`config.mk`:
```
export PLATFORM = sky130hd
export DESIGN_NAME = fifo_read_stage
export DESIGN_NICKNAME = d
export VERILOG_FILES = /design/src/rtl/fifo_read_stage.sv
export SDC_FILE = /design/constraint.sdc
export NUM_CORES = 1
export LEC_CHECK = 0
export CORE_UTILIZATION = 46
export DETAILED_ROUTE_END_ITERATION = 8
export GPL_TIMING_DRIVEN = 0
export HOLD_SLACK_MARGIN = 0.06
export PLACE_DENSITY_LB_ADDON = 0.1
export SLEW_MARGIN = 20
export SYNTH_ARGS = -nofsm -noshare
export SYNTH_HDL_FRONTEND = slang
export SYNTH_SLANG_ARGS = --single-unit
```
`constraint.sdc`:
```
create_clock -name in_clock -period 2.43 [get_ports in_clock]
set_input_delay 0.486 -clock in_clock [delete_from_list [all_inputs] [get_ports in_clock]]
set_output_delay 0.486 -clock in_clock [all_outputs]
set_load 0.1 [all_outputs]
```
`src/rtl/fifo_read_stage.sv`:
```
// Read-side stage of a FIFO: issues takes to the pointer controller, absorbs the
// one-cycle memory read latency in a 2-entry buffer and presents a valid/ready stream.
module fifo_read_stage #(
  parameter int DATA_WIDTH = 8,
  parameter int FIFO_ASIZE = 4
) (
  input  logic                  in_clock,
  input  logic                  in_reset_n,
  input  logic                  in_empty,
  output logic                  out_take,
  input  logic [FIFO_ASIZE-1:0] in_read_pointer,
  output logic [FIFO_ASIZE-1:0] out_mem_addr,
  input  logic [DATA_WIDTH-1:0] in_mem_data,
  output logic                  out_valid,
  input  logic                  in_ready,
  output logic [DATA_WIDTH-1:0] out_data,
  output logic [1:0]            out_count
);

  logic [1:0]            count_q;
  logic [1:0]            count_d;
  logic                  pending_q;
  logic                  valid_q;
  logic [DATA_WIDTH-1:0] head_q;
  logic [DATA_WIDTH-1:0] tail_q;
  logic                  pop;
  logic                  write;
  logic [2:0]            occupancy;

  assign out_mem_addr = in_read_pointer;
  assign pop          = valid_q && in_ready;
  assign write        = pending_q;

  // Words already held plus the one in flight, minus the one leaving now;
  // a take is only issued if its word is guaranteed a free slot next cycle.
  assign occupancy = {1'b0, count_q} + {2'b00, pending_q} - {2'b00, pop};
  assign out_take  = in_reset_n && !in_empty && (occupancy < 3'd2);

  always_comb begin
    // NOTE: default assignment first so no path through the case leaves count_d unassigned (no latch).
    count_d = count_q;
    case ({write, pop})
      2'b10:   count_d = count_q + 2'd1;
      2'b01:   count_d = count_q - 2'd1;
      default: count_d = count_q;
    endcase
  end

  // NOTE: head/tail are only two words, so they are reset like any other register
  // to give out_data a defined zero; larger storage arrays would be left unreset.
  always_ff @(posedge in_clock or negedge in_reset_n) begin
    if (!in_reset_n) begin
      count_q   <= 2'd0;
      pending_q <= 1'b0;
      valid_q   <= 1'b0;
      head_q    <= '0;
      tail_q    <= '0;
    end else begin
      // NOTE: non-blocking assignments so every register samples pre-edge values.
      pending_q <= out_take;
      count_q   <= count_d;
      valid_q   <= (count_d != 2'd0);
      case ({write, pop})
        2'b10: begin
          if (count_q == 2'd0) head_q <= in_mem_data;
          else                 tail_q <= in_mem_data;
        end
        2'b01: head_q <= tail_q;
        2'b11: begin
          if (count_q == 2'd1) begin
            head_q <= in_mem_data;
          end else begin
            head_q <= tail_q;
            tail_q <= in_mem_data;
          end
        end
        default: ;
      endcase
    end
  end

  assign out_valid = valid_q;
  assign out_data  = head_q;
  assign out_count = count_q;

endmodule

```
---- After elaboration in Yosys (flattened, before gate mapping) ----
Cells that the tools add are included.
storage, ports and cells
  flip-flop bits (word level) ............. 20
  latch bits .............................. 0
  bits in writable memories ............... 0
  bits in read-only memories .............. 0
  input port bits ......................... 16
  word-level logic and storage cells ...... 34
  memories ................................ 0
operators by class
  $add $sub $neg .......................... 4
  multipliers ............................. 0
  div/mod/pow operators ................... 0
  magnitude comparators ................... 1
  eq/ne operators ......................... 7
  shift operators ......................... 0
  mux-type cells .......................... 7
  bitwise logic cells ..................... 0
  reduce and logical (&&, ||, !) cells .... 10
operators by type and width
  kind                                                                           count
  8-bit two-way mux                                                              4
  8-bit one-hot mux with 3 select lines                                          1
  8-bit one-hot mux with 2 select lines                                          1
  2-bit != test (second input constant)                                          3
  2-bit by 1-bit equality test with 1-bit output (second input constant)         2
  2-bit equality test (second input constant)                                    2
  2-bit one-hot mux with 2 select lines                                          1
  2-bit nonzero test                                                             2
  2-bit by 1-bit adder with 3-bit output                                         1
  1-bit logical AND                                                              3
  3-bit by 2-bit less-than comparator with 1-bit output (second input constant)  1
  3-bit AND reduction                                                            1
  3-bit nonzero test                                                             1
  3-bit by 1-bit subtractor with 3-bit output                                    1
  2-bit by 1-bit adder with 2-bit output (second input constant)                 1
  2-bit logical NOT                                                              1
  2-bit AND reduction                                                            1
  2-bit by 1-bit subtractor with 2-bit output (second input constant)            1
  1-bit logical NOT                                                              1

---- Longest topological paths before layout ----
Gate-level depths: netlist (run 1).
  depth after elaboration ................. 4
  depth in mapped cells ................... 8
  depth with buffers taken out ............ 6

---- Worst setup path before layout (run 1) ----
Ideal clock, no wire load.
  path type ............................... reg-to-output
  start ................................... reg valid_q, in the netlist out_valid
  end ..................................... out out_take
  arrival time ............................ 4.304 ns
  setup slack ............................. -2.360 ns
  cell stages (with the launch flop) ...... 7
  buffers on the path ..................... 0
  path through ............................ dfrtp_1 > and2_1 > ha_1 > nand2b_1 > fa_1 > xor2_1 > nor3_1
on the way
  cells in the longest elaborated chain, start to end .. 4
ends and longest elaborated chain
  what                                                   RTL line  text
  from (decl)                                            23        logic valid_q;
  from (signal assigned)                                 62        valid_q <= (count_d != 2'd0);
  1-bit logical AND                                      31        assign pop = valid_q && in_ready;
  3-bit by 1-bit subtractor with 3-bit output            36        assign occupancy = {1'b0, count_q} + {2'b00, pending_q} - {2'b00, pop};
  3-bit by 2-bit less-than comparator with 1-bit output  37        assign out_take = in_reset_n && !in_empty && (occupancy < 3'd2);
  1-bit logical AND                                      37
  to (decl)                                              10        output logic out_take,
Every way passes these cells.

---- Worst setup path after layout (run 1) ----
Ends and elaborated chain as after synthesis.

==> run metrics, run 1 <==
Netlist cell types=24; failing checks=negative setup slack; Total GRT Usage=20.9%; total number of vias=898; Final Slew Violations=0; startpoint types=flip-flop; Post-Place Setup Slack=-1.45 ns; first-pass GRT wire length=around 3.9 mm; WL/cell=roughly 15 um; largest net degree at the start of global routing=22; Area Overhead vs Synth=39.2%; Setup CP Type=flip-flop to output pin; detailed placer's ending HPWL=1.57 mm; Chip Height=50.6 um; TritonRoute pass-1 iters=4; Yosys reg bits=20; # rows=17; CTS clk-pin slew, worst paths=0.11 ns; Cell Area, Synth=approximately 1100 um^2; outcome=finished with violations; CTS H-Tree Depth=1; layout cells sized above 1=roughly a quarter; Synth Instances=101; Crit path max-delay family=adder cells; Syn Nets=roughly 120; Ant. Diodes=0; CP Cell Sequence=and2_4, ha_4, nand2b_4, fa_2, nand2_2, nor3_4, buf_12; post-layout min period=approximately 2.8 ns; setup ws final=-0.369 ns; Synth Area per Inst=about 11 um^2; register area share after synthesis=46.0%; Max Cap Viol=0; Max FO, Critical Path=2; setup tns final=-0.369 ns; GP Congestion=0.800; clock sink total=20; Critical Path Sink Type=output pin; Root Buffer=clkbuf_4; Via density=between 5 and 6; RSZ-0062 raised after global routing=yes; nets@finish=roughly 160; WP buf/inv=1; later-pin clock latency in the skew report=a little over 0.3 ns; WL final=approximately 2.4 mm; DRC Markers=0; Slowest-stage cell, CP=fa_2; port bufs=27; Detail Route Antenna Nets=0; core region area=about 2200 um^2; Final Skew=about 0.008 ns; required time of the worst setup path=a little under 2 ns; final setup vio count=1; 1st-iter DRT viols=14; # IOs=32; worst min path class=flip-flop to flip-flop; die width=50.6 um; Clock Tree Buf Depth=2; synthesis warning total=0; Worst path max stage delay=around 0.53 ns; Worst slew margin=35.3%; Worst Tran Pin Value=approximately 0.97 ns; grt ovf=0; placed inst area=1430 um^2; CTS Buf Count=3; Final Hold Fails=0; maximum operating frequency=~360 MHz; CTS tree=done; hold buffers post-CTS=0; Die ar.=2560 um^2; Worst EP arrival=2.31 ns; Final Cycle Share=115%; Starting Density=roughly 49%; final instance area=about 1500 um^2; number of global-route vias before repair=~860; initial antenna violation count=0
==> synth_stat cells <==
master | count | area, um^2
o21ai_0 | 18 | 90.1
nand3b_1 | 1 | 7.51
a211o_1 | 1 | 8.76
inv_1 | 4 | 15.0
clkbuf_1 | 2 | 7.51
mux2_4 | 8 | 120
xor2_1 | 1 | 8.76
fa_1 | 1 | 20.0
nor3_1 | 1 | 5.00
buf_2 | 1 | 5.00
and2_1 | 2 | 12.5
and2_4 | 1 | 8.76
nand2b_1 | 2 | 12.5
mux2i_1 | 1 | 10.0
dfrtp_1 | 20 | 500
nor2b_1 | 1 | 6.26
a21oi_1 | 8 | 40.0
ha_1 | 5 | 62.6
buf_6 | 3 | 33.8
buf_4 | 4 | 30.0
nand2_1 | 4 | 15.0
a31oi_1 | 8 | 50.1
or3_1 | 1 | 6.26
nor2_1 | 3 | 11.3
==> cells in the final DEF, fill, tap and decap left out, drive strengths merged <==
master / instances
fa: 1
clkdlybuf4s50: 23
buf: 11
nand3b: 1
o21ai: 18
dfrtp: 20
nand2b: 2
a31oi: 8
or3: 1
clkbuf: 5
nor3: 1
nor2: 3
ha: 5
mux2i: 1
and2: 3
dlygate4sd2: 2
bufinv: 1
inv: 4
dlymetal6s2s: 1
xor2: 1
a21oi: 8
a211o: 1
mux2: 8
nor2b: 1
nand2: 4
==> worst paths after layout <==
| check | from | endpoint | slack, ns | cells past startpoint |
|---|---|---|---|---|
| min in group asynchronous | in_reset_n | out_data[4] | 0.69 | 1 |
| max in group asynchronous | in_reset_n | out_valid | 1.04 | 1 |
| max reg2reg | out_valid | tail_q[6] | 0.32 | 8 |
| max | out_valid | out_take | -0.37 | 7 |
| min | tail_q[7] | tail_q[7] | 0.52 | 1 |
| min reg2reg | tail_q[7] | tail_q[7] | 0.52 | 1 |
==> what timing repair did <==
| action | CTS | global route |
|---|---|---|
| cloned | 0 | 0 |
| pin swaps | 4 | 4 |
| gates resized for setup | 12 | 1 |
| setup buffers | 2 | 0 |
| setup endpoints to repair | 2 | 2 |
| hold endpoints to repair | 0 | 0 |
==> layer usage <==
| metal | vias up | wire length [um] | track usage (%) |
|---|---|---|---|
| li1 | 420 | - | - |
| met1 | 437 | 1040 | 25.5 |
| met2 | 36 | 1190 | 36.0 |
| met3 | 5 | 117 | 3.94 |
| met4 | 0 | 42 | 8.33 |
| met5 | - | 0 | 0 |
==> flip-flops by register name (all words and copies together), names as in the netlist <==
signal     count
pending_q      1
out_data       8
out_count      2
out_valid      1
tail_q         8
==> through the flow <==
stage	hold WS [ns]	utilization (%)	std cells
floorplan	0.190	-	101
finish	0.520	68.4	162
global placement	0.485	64.8	156
CTS	0.521	68.3	162
global route	0.535	68.4	162
detailed placement	0.486	64.8	156
==> cell families after synthesis <==
family | after synthesis | share of synthesized area [%]
compound gates | 35 | 17.4
xor+xnor | 1 | 0.806
flops | 20 | 46.0
buf+inv | 14 | 8.40
mux | 9 | 12.0
simple gates | 16 | 7.82
fa+ha+maj | 6 | 7.60
==> layout make-up <==
| type | count | area [um^2] |
|---|---|---|
| clock inverter | 1 | 30.0 |
| inverter | 4 | 15.0 |
| tap | 28 | 35.0 |
| fill | 180 | 698 |
| multi-input combinational | 67 | 534 |
| sequential | 20 | 505 |
| timing repair buffer | 29 | 295 |
| clock buffer | 3 | 22.5 |
| buffer | 10 | 76.3 |
==> worst reg2reg max path: stages, from the launching register on <==
cell and delay, ns:
dfrtp_4 0.49, and2_4 0.16, buf_4 0.13, ha_1 0.22, and2_4 0.15, buf_6 0.13, a211o_1 0.27, buf_6 0.16
mux2_4 0.30
Power of run 1 is not shown: default switching activity piles up to over one toggle a cycle in this logic, so the estimate is an artifact.
==> run 2: changes to the inputs <==
CORE_ASPECT_RATIO = 0.8   (was unset)
GPL_TIMING_DRIVEN = 1   (was 0)
==> run 2 against run 1 <==
The run still ends with negative setup slack left. First-iteration DRC count fell by 50%. Non-clock buffer count unchanged. Via count shrank 5.7%.
==> run metrics, run 2 (same netlist as run 1, synthesis figures left out) <==
DRC Markers=0 (unchanged); WL/cell=14.0 um (-5.2%); Ant. Diodes=0 (unchanged); most common cell after layout, fill and taps aside=buf_4; setup ws final=-0.315 ns (+0.0543 ns); Root Buffer=clkbuf_4; RSZ-0062 raised after global routing=yes; CTS H-Tree Depth=1 (unchanged); Worst slew margin=77.8% (+42 points); Starting Density=49.5% (+0.36 points); port bufs=23 (-15%); busiest grt layer=met2; Max Cap Viol=0 (unchanged); Final Slew Violations=0 (unchanged); post-layout min period=2.74 ns (-0.0543 ns); CTS Buf Count=3 (unchanged); Final Skew=0.00102 ns (-0.00703 ns); detailed placer's ending HPWL=1.65 mm (+5.2%); maximum operating frequency=364 MHz (+2.0%); layout cells sized above 1=37.3% (+13 points); nets@finish=157 (unchanged); clock sink total=20 (unchanged); worst min path class=flip-flop to flip-flop; CTS tree=done; CTS clk-pin slew, worst paths=0.11 ns (about the same); WL final=2.22 mm (-7.0%); Die ar.=2560 um^2 (about the same); later-pin clock latency in the skew report=0.30 ns (about the same); Worst Tran Pin Value=0.333 ns (-0.634 ns); outcome=finished with violations; required time of the worst setup path=1.94 ns (about the same); largest net degree at the start of global routing=21 (-4.5%); # IOs=32 (unchanged); grt ovf=0 (unchanged); Detail Route Antenna Nets=0 (unchanged); startpoint types=flip-flop; hold buffers post-CTS=0 (unchanged); final setup vio count=1 (unchanged); die width=56.4 um (+11%); number of global-route vias before repair=782 (-8.9%); initial antenna violation count=0 (unchanged); GRT met1 Usage=24.4% (-1.2 points); Slowest-stage cell, CP=dfrtp_4; total number of vias=847 (-5.7%); first-pass GRT wire length=3.51 mm (-9.4%); Area Overhead vs Synth=34.4%; failing checks=negative setup slack; CP Cell Sequence=and2_4, ha_4, nand2b_4, fa_2, xor2_2, nor3_4, buf_12; M2 GR Usage=30.2% (-5.8 points); most frequent cells in the layout=buf_4, o21ai_0, dfrtp_1; Final Hold Fails=0 (unchanged); Final Cycle Share=113% (-2.2 points); Via density=5.33 (-3.9%); Max FO, Critical Path=2 (unchanged); Worst EP arrival=2.26 ns (-0.05 ns); worst reg-to-reg setup slack=0.34 ns (+0.02 ns); grt met3 use=5.11% (+1.2 points); 1st-iter DRT viols=7 (-7); Setup CP Type=flip-flop to output pin; Worst path max stage delay=0.49 ns (-0.04 ns); GP Congestion=0.752 (-6.0%); core region area=2200 um^2 (-0.74%); Clock Tree Buf Depth=2 (unchanged); Critical Path Sink Type=output pin; Chip Height=45.5 um (-10%); Total GRT Usage=18.6% (-2.3 points); # rows=15 (-2); fin util=66.6% (-1.9 points); TritonRoute pass-1 iters=3 (-1)
[run 2: cell count changes in the layout (fill, tap and decap cells not counted), sizes merged]
cell	before	now
dlymetal6s2s	1	0
buf	11	28
clkbuf	5	4
dlygate4sd2	2	1
bufinv	1	0
clkdlybuf4s50	23	10
[run 2: path summary, 6_finish.rpt]
path	cells past startpoint	start	to
min	1	tail_q[6]	tail_q[6]
max in group asynchronous	2	in_reset_n	out_valid
max	7	out_valid	out_take
max reg2reg	7	out_valid	out_data[5]
min in group asynchronous	2	in_reset_n	pending_q
min reg2reg	1	tail_q[6]	tail_q[6]
[run 2: metrics by stage]
stage / cell area (um^2) / hold WS, ns / setup TNS, ns / worst slack [ns] / std cells
final: 1460 / 0.520 / -0.315 / -0.315 / 159
after global routing: 1460 / 0.526 / -0.393 / -0.393 / 159
after global placement: 1400 / 0.489 / -0.430 / -0.430 / 153
after floorplan: 1130 / 0.190 / -0.951 / -0.613 / 101
after CTS: 1450 / 0.522 / -0.388 / -0.388 / 158
after detailed placement: 1400 / 0.490 / -0.715 / -0.469 / 153
[run 2: final cells by class]
cell class              instances  area, um^2
inverters                       4        15.0
repair buffers                 39         332
clock buffers                   4        36.3
flip-flops and latches         20         505
multi-input cells              67         542
well taps                      25        31.3
fillers                       177         734
[run 2: routing by layer]
metal	wire, um	up-vias
li1	-	415
met1	1080	411
met2	1010	19
met3	117	2
met4	11	0
met5	0	-
[run 2: what timing repair did]
item / 4_1_cts / 5_1_grt
gates resized for setup: 2 / 1
setup buffers: 1 / 1
gates cloned: 0 / 0
pin swaps: 4 / 1
endpoints found under the setup margin: 1 / 1
[run 2: critical path: cells and delay by family (launching register included)]
kind / cells / cell delay, ns
buffers and inverters: 1 / 0.20
flip-flops: 1 / 0.49
adder cells (fa/ha/maj): 2 / 0.56
XOR/XNOR: 1 / 0.16
AND/OR/NAND/NOR: 3 / 0.53
Power of run 2 is left out for the same reason.
==> run 3: changes to the inputs <==
TNS_END_PERCENT = 30   (was unset)
==> results of run 3 <==
The final DEF is identical to that of run 2; final timing and power are the same.
Power of run 3 is left out for the same reason.
